**config.mk**
```make
export PLATFORM = sky130hd
export DESIGN_NAME = digit_serial_alu
export DESIGN_NICKNAME = d
export VERILOG_FILES = /design/src/rtl/alu_pkg.sv /design/src/rtl/digit_alu.sv /design/src/rtl/digit_serial_alu.sv
export SDC_FILE = /design/constraint.sdc
export NUM_CORES = 1
export LEC_CHECK = 0
export CAP_MARGIN = 20
export CELL_PAD_IN_SITES_DETAIL_PLACEMENT = 1
export CELL_PAD_IN_SITES_GLOBAL_PLACEMENT = 1
export CORE_MARGIN = 1
export CORE_UTILIZATION = 36
export DETAILED_ROUTE_END_ITERATION = 6
export PLACE_DENSITY = 0.73
export SLEW_MARGIN = 30
export SYNTH_ARGS = -nofsm -noshare
export SYNTH_HDL_FRONTEND = slang
export SYNTH_SLANG_ARGS = --single-unit
```
**constraint.sdc**
```tcl
create_clock -name clk -period 3.7 [get_ports clk]
set_input_delay 0.555 -clock clk [delete_from_list [all_inputs] [get_ports clk]]
set_output_delay 0.555 -clock clk [all_outputs]
set_load 0.02 [all_outputs]
```
**src/rtl/alu_pkg.sv**
```systemverilog
// Shared types and parameter checks for the digit-serial ALU.
package alu_pkg;

  typedef enum logic [2:0] {
    ADD  = 3'd0,
    SUB  = 3'd1,
    AND  = 3'd2,
    OR   = 3'd3,
    XOR  = 3'd4,
    SLT  = 3'd5,
    SLTU = 3'd6
  } AluOp;

  typedef enum logic [2:0] {
    INC     = 3'd0,
    BITS_8  = 3'd1,
    BITS_12 = 3'd2,
    BITS_16 = 3'd3,
    FULL    = 3'd4
  } OperandLen;

  // Legal digit widths are 1/2/4/8 and must tile the word exactly; the
  // word must be wide enough to hold the 16-bit operand field.
  function automatic bit width_ok(input int xlen, input int digit_w);
    bit legal_digit;
    legal_digit = (digit_w == 1) || (digit_w == 2) || (digit_w == 4) || (digit_w == 8);
    return legal_digit && (xlen >= 16) && ((xlen % digit_w) == 0);
  endfunction

endpackage

```
**src/rtl/digit_alu.sv**
```systemverilog
// One digit of the serial datapath: add/subtract or bitwise logic on a slice.
module digit_alu
  import alu_pkg::*;
#(
  parameter int DIGIT_W = 4
) (
  input  logic [DIGIT_W-1:0] a,
  input  logic [DIGIT_W-1:0] b,
  input  logic               carry_in,
  input  AluOp               op,
  output logic [DIGIT_W-1:0] digit,
  output logic               carry,
  output logic               overflow
);

  logic               subtract;
  logic [DIGIT_W-1:0] b_eff;
  logic [DIGIT_W:0]   sum;

  // Digit sum with optional inversion of b for the subtracting ops.
  always_comb begin
    subtract = (op == SUB) || (op == SLT) || (op == SLTU);
    b_eff    = subtract ? ~b : b;
    sum      = {1'b0, a} + {1'b0, b_eff} + {{DIGIT_W{1'b0}}, carry_in};
    overflow = (a[DIGIT_W-1] == b_eff[DIGIT_W-1]) && (sum[DIGIT_W-1] != a[DIGIT_W-1]);
    case (op)
      AND: begin
        digit = a & b;
        carry = 1'b0;
      end
      OR: begin
        digit = a | b;
        carry = 1'b0;
      end
      XOR: begin
        digit = a ^ b;
        carry = 1'b0;
      end
      default: begin
        digit = sum[DIGIT_W-1:0];
        carry = sum[DIGIT_W];
      end
    endcase
  end

endmodule

```
**src/rtl/digit_serial_alu.sv**
```systemverilog
// Digit-serial ALU: processes DIGIT_W bits per cycle, LSB digit first.
// INC always adds (op is ignored) and stops at the first digit without carry.
module digit_serial_alu
  import alu_pkg::*;
#(
  parameter int XLEN    = 32,
  parameter int DIGIT_W = 4
) (
  input  logic            clk,
  input  logic            rst,
  input  logic            req_valid,
  output logic            req_ready,
  input  AluOp            op,
  input  OperandLen       len,
  input  logic            w2_signed,
  input  logic [XLEN-1:0] word1,
  input  logic [XLEN-1:0] word2,
  output logic            rsp_valid,
  input  logic            rsp_ready,
  output logic [XLEN-1:0] result,
  output logic            carry_out
);

  localparam int NDIG  = XLEN / DIGIT_W;
  localparam int IDX_W = (NDIG > 1) ? $clog2(NDIG) : 1;
  localparam int SH_W  = $clog2(XLEN);
  localparam logic [IDX_W-1:0] LAST_IDX = IDX_W'(NDIG - 1);

  if (!width_ok(XLEN, DIGIT_W)) begin : g_bad_width
    $error("digit_serial_alu: DIGIT_W must be 1/2/4/8 and divide XLEN (XLEN >= 16)");
  end

  typedef enum logic [1:0] {IDLE = 2'd0, RUN = 2'd1, DONE = 2'd2} state_t;

  state_t               state, state_next;
  logic [IDX_W-1:0]     idx;
  logic                 carry;
  AluOp                 op_q;
  logic                 inc_q;
  logic [XLEN-1:0]      w1_q, w2_q, w2_ext;
  AluOp                 slice_op;
  logic                 slice_cin, slice_carry, slice_ov, last_digit;
  logic [DIGIT_W-1:0]   slice_digit;
  logic [XLEN-1:0]      w1_next, rotated, final_result;
  logic [SH_W-1:0]      rot_amt;

  // Operand-2 extension selected by len and w2_signed.
  always_comb begin
    case (len)
      INC:     w2_ext = XLEN'(word2[DIGIT_W-1:0]);
      BITS_8:  w2_ext = w2_signed ? XLEN'($signed(word2[7:0]))  : XLEN'(word2[7:0]);
      BITS_12: w2_ext = w2_signed ? XLEN'($signed(word2[11:0])) : XLEN'(word2[11:0]);
      BITS_16: w2_ext = w2_signed ? XLEN'($signed(word2[15:0])) : XLEN'(word2[15:0]);
      default: w2_ext = word2;
    endcase
  end

  digit_alu #(.DIGIT_W(DIGIT_W)) u_digit (
    .a        (w1_q[DIGIT_W-1:0]),
    .b        (w2_q[DIGIT_W-1:0]),
    .carry_in (slice_cin),
    .op       (slice_op),
    .digit    (slice_digit),
    .carry    (slice_carry),
    .overflow (slice_ov)
  );

  // Digit control: carry injection, termination and final result assembly.
  always_comb begin
    slice_op  = inc_q ? ADD : op_q;
    if (idx == {IDX_W{1'b0}}) begin
      slice_cin = (slice_op == SUB) || (slice_op == SLT) || (slice_op == SLTU);
    end else begin
      slice_cin = carry;
    end
    // word1 rotates right with each new digit entering at the top; for an
    // early INC stop the processed digits are rotated back into place.
    w1_next    = {slice_digit, w1_q[XLEN-1:DIGIT_W]};
    rot_amt    = SH_W'(LAST_IDX - idx) * SH_W'(DIGIT_W);
    rotated    = XLEN'({w1_next, w1_next} >> rot_amt);
    last_digit = (idx == LAST_IDX) || (inc_q && !slice_carry);
    case (slice_op)
      SLT:     final_result = {{(XLEN-1){1'b0}}, slice_digit[DIGIT_W-1] ^ slice_ov};
      SLTU:    final_result = {{(XLEN-1){1'b0}}, ~slice_carry};
      default: final_result = rotated;
    endcase
  end

  // Next-state logic for the IDLE/RUN/DONE handshake FSM.
  always_comb begin
    state_next = state;
    case (state)
      IDLE:    state_next = req_valid ? RUN : IDLE;
      RUN:     state_next = last_digit ? DONE : RUN;
      DONE:    state_next = rsp_ready ? IDLE : DONE;
      default: state_next = IDLE;
    endcase
  end

  // State register.
  always_ff @(posedge clk or posedge rst) begin
    if (rst) state <= IDLE;
    else     state <= state_next;
  end

  // Operand capture, digit shifting and result registration.
  always_ff @(posedge clk or posedge rst) begin
    if (rst) begin
      idx       <= {IDX_W{1'b0}};
      carry     <= 1'b0;
      op_q      <= ADD;
      inc_q     <= 1'b0;
      w1_q      <= {XLEN{1'b0}};
      w2_q      <= {XLEN{1'b0}};
      result    <= {XLEN{1'b0}};
      carry_out <= 1'b0;
    end else begin
      case (state)
        IDLE: begin
          if (req_valid) begin
            op_q  <= op;
            inc_q <= (len == INC);
            w1_q  <= word1;
            w2_q  <= w2_ext;
            idx   <= {IDX_W{1'b0}};
            carry <= 1'b0;
          end
        end
        RUN: begin
          w1_q  <= w1_next;
          w2_q  <= w2_q >> DIGIT_W;
          carry <= slice_carry;
          idx   <= last_digit ? {IDX_W{1'b0}} : idx + IDX_W'(1);
          if (last_digit) begin
            result    <= final_result;
            carry_out <= slice_carry;
          end
        end
        default: ;
      endcase
    end
  end

  assign req_ready = (state == IDLE);
  assign rsp_valid = (state == DONE);

endmodule
```
==> metrics.cfg <==
[yosys]
synth_cell_types = 66
syn_area_um2 = 6340
synth_edf_count = 0
synth-adder-area-share_pct = 3.39
synth_top_area_share_pct = 42.2
synthSimpleGateAreaFrac_pct = 18.9
synth_top_family_by_area = compound AO/OA/AOI/OAI gates
syn_inst = 746
ys_ff_latch = 107
syn_nets = 837
synth.area.mux_share_pct = 5.15
yosys_warnings = 0
ys_async_sr_fraction_pct = 100
synth-main-ff-cell = dfrtp_1
syn-mean-instance-area_um2 = 8.50
synthXorXnorAreaFrac_pct = 0.829
synth_top_area_cell = dfrtp_1
synth.top_cells.by_area = dfrtp_1 42%, nand2_1 8.6%, nor2_1 4.4%
ys_seq_area_share_pct = 42.2
synth_compound_area_share_pct = 25.1

[power_and_ir_drop]
p_leak_uw = 0.00332
powerDensity_nw_per_um2 = 1080
irDropWorstVdd_uv = 414

[timing]
tns_ns = 0
drv_slew = 0
timing.final.crit_share_pct = 93.3
tightest_slew_ns = 0.743
finalWorstPathRequiredPeriod_ns = 3.45
rsz0062_at_grt = false
fmax_ghz = 0.290
finalSetupViolations = 0
fin_worst_skew_ns = 0.00759
timing_hold_violations_final = 0
finalWorstSetupSlack_ns = 0.247
relSlewSlack_pct = 50.5

[clock_tree]
cts_buffers = 9
root_buffer = clkbuf_16
post_cts_buffers = 0
clock_sinks = 107
htree_levels = 3
clk_path_buf_depth = 2
clk_latency_ns = 0.36
cts_tree = built
path_clk_slew_ns = 0.07

[global_route]
track_usage_pct = 23.2
antenna_found_initial = 0
first_global_vias = 6064
grt_overflow = 0
grt_first_pass_wirelength_mm = 32.7
grt_max_degree = 60

[setup_path]
worstSetupStartpoint = op_q[1]
cp-end-kind = flip-flop
critPathLaunchType = flip-flop
cp_max_fo = 9
crit-reg2reg-launch = op_q[1]
worstSetupPathType = flip-flop to flip-flop
crit_required_ns = 3.91
arrival_ns = 3.67

[cells_and_area]
diodes = 0
num-nets-final = 923
drive_gt1_share_pct = 8.61
area_growth_pct = 25.7
stdcell_area_um2 = 7970
fin_util_pct = 46.2

[placed_design]
portBuffers = 109
hpwlAfterDp_mm = 15.4
placed_cell_area_um2 = 7670
place_congestion = 0.907
pre_cts_slack_ns = 0.0818

[floorplanning]
initial_core_util_pct = 36.8
die_area_um2 = 18100
die_height_um = 135
rows = 48
die_w_um = 135
io-pin-count = 110
core_area_um2 = 17200

[hold_path]
hold_class = flip-flop to flip-flop
worstHoldStart = result[2]

[detailed_routing]
wl_mm = 20.2
drtAntennaViolNets = 0
routed_via_density = 5.62
via_count = 5965
drtIter0Drc = 321
drt_drc_violations_left = 1
wire_per_inst_um = 19.0
drtPass1Iterations = 7

[run_status]
status = complete, but fails checks
violations = design-rule violations

[flow_run]
cap_viol_max_count = 0

==> layer usage <==
| metal | share of wire (%) | vias to the layer above | global-route usage (%) |
|---|---|---|---|
| met1 | 49 | 2924 | 33.3 |
| met5 | 0 | - | 0 |
| met2 | 44 | 154 | 34.9 |
| met3 | 4.4 | 38 | 3.23 |
| met4 | 2.7 | 0 | 10.2 |
| li1 | - | 2849 | - |
==> power by group <==
part,internal [uW],switching [uW],leakage (uW)
registers,1750,522,0.00130
logic,2130,3260,0.00188
clock network,476,447,0.000139
==> stage by stage <==
stage	power, uW	hold WS [ns]	instances
2_1_floorplan	5800	0.448	746
3_3_place_gp	7370	0.456	1046
3_5_place_dp	7610	0.474	1046
4_1_cts	8570	0.490	1061
5_1_grt	9250	0.509	1061
6_report	8590	0.479	1061
==> state kept, by name, indices dropped and copies added (netlist names) <==
name / flops
carry: 1
carry_out: 1
idx: 3
inc_q: 1
op_q: 3
result: 32
state: 2
w1_q: 32
w2_q: 32
==> cells in the mapped netlist, types with 9 or more instances <==
library cell and count:
inv_1 13, nor3_1 9, nand2b_1 9, nor2_1 75
a21oi_1 42, mux2_2 9, ha_1 14, nand3_1 9
o31ai_1 17, clkbuf_1 43, mux2i_1 21, nor2b_1 10
nand2_1 146, dfrtp_1 107, a31oi_1 38, o21ai_0 43
a211oi_1 20
==> critical path, cell delays in order (launching register included) <==
cell and delay [ns]:
dfrtp_2 0.44, nor2b_2 0.23, a21oi_1 0.09, nor2_1 0.21, buf_4 0.18, xnor2_1 0.17
ha_1 0.29, a21o_1 0.18, a21oi_1 0.41, xnor2_1 0.12, o21bai_1 0.55, o21a_1 0.28
o311ai_0 0.16
==> worst paths after layout <==
kind	endpoint	slack [ns]	cells after the start
min in group asynchronous	result[0]	0.67	2
setup reg to reg	result[27]	0.25	12
setup / recovery	result[27]	0.25	12
max in group asynchronous	result[20]	2.20	3
hold / removal	result[2]	0.48	2
hold reg to reg	result[2]	0.48	2
==> logic make-up (layout without fill, tap and decap cells) <==
| group | Yosys count | count (layout) |
|---|---|---|
| buffers and inverters | 71 | 161 |
| DFF | 107 | 107 |
| muxes | 31 | 31 |
| adders and majority gates | 16 | 16 |
| xor gates and xnor gates | 6 | 6 |
| and+or+nand+nor | 281 | 281 |
| AOI/OAI and AO/OA | 234 | 234 |
==> cell type report <==
class / count / area (um2)
Sequential cell: 107 / 2680
Tap cell: 225 / 282
Multi-Input combinational cell: 568 / 3420
Timing Repair Buffer: 131 / 1260
Clock buffer: 10 / 239
Clock inverter: 5 / 36.3
Fill cell: 1998 / 9270
Inverter: 15 / 58.8
==> layout by cell type, fill, tap and decap left out, types with 3 or more instances in the layout <==
cell type and instances:
nor2b_2 3, a221o_1 7, nand2_1 144, o31ai_1 17, o211ai_1 5, clkbuf_16 9
o21ai_0 43, dfrtp_1 105, mux2_2 9, inv_1 12, a221oi_1 4, a211oi_1 19
nand2b_1 8, xnor2_1 5, a22oi_1 8, o41ai_1 4, nor2_1 75, nor2b_1 7
a21oi_1 41, nand3b_1 4, a32oi_1 7, o221ai_1 3, mux2i_1 21, o22ai_1 4
or2_2 3, clkdlybuf4s50_1 109, a31oi_1 38, and3_1 4, buf_4 22, nor3_1 9
nand3_1 8, o21a_1 4, ha_1 14
==> what timing repair did <==
| action | CTS | global route |
|---|---|---|
| hold buffers | 0 | 0 |
| endpoints found under the setup margin | 0 | 30 |
| gates resized for setup | 0 | 8 |
No activity file was read; power rests on OpenSTA's default activity.
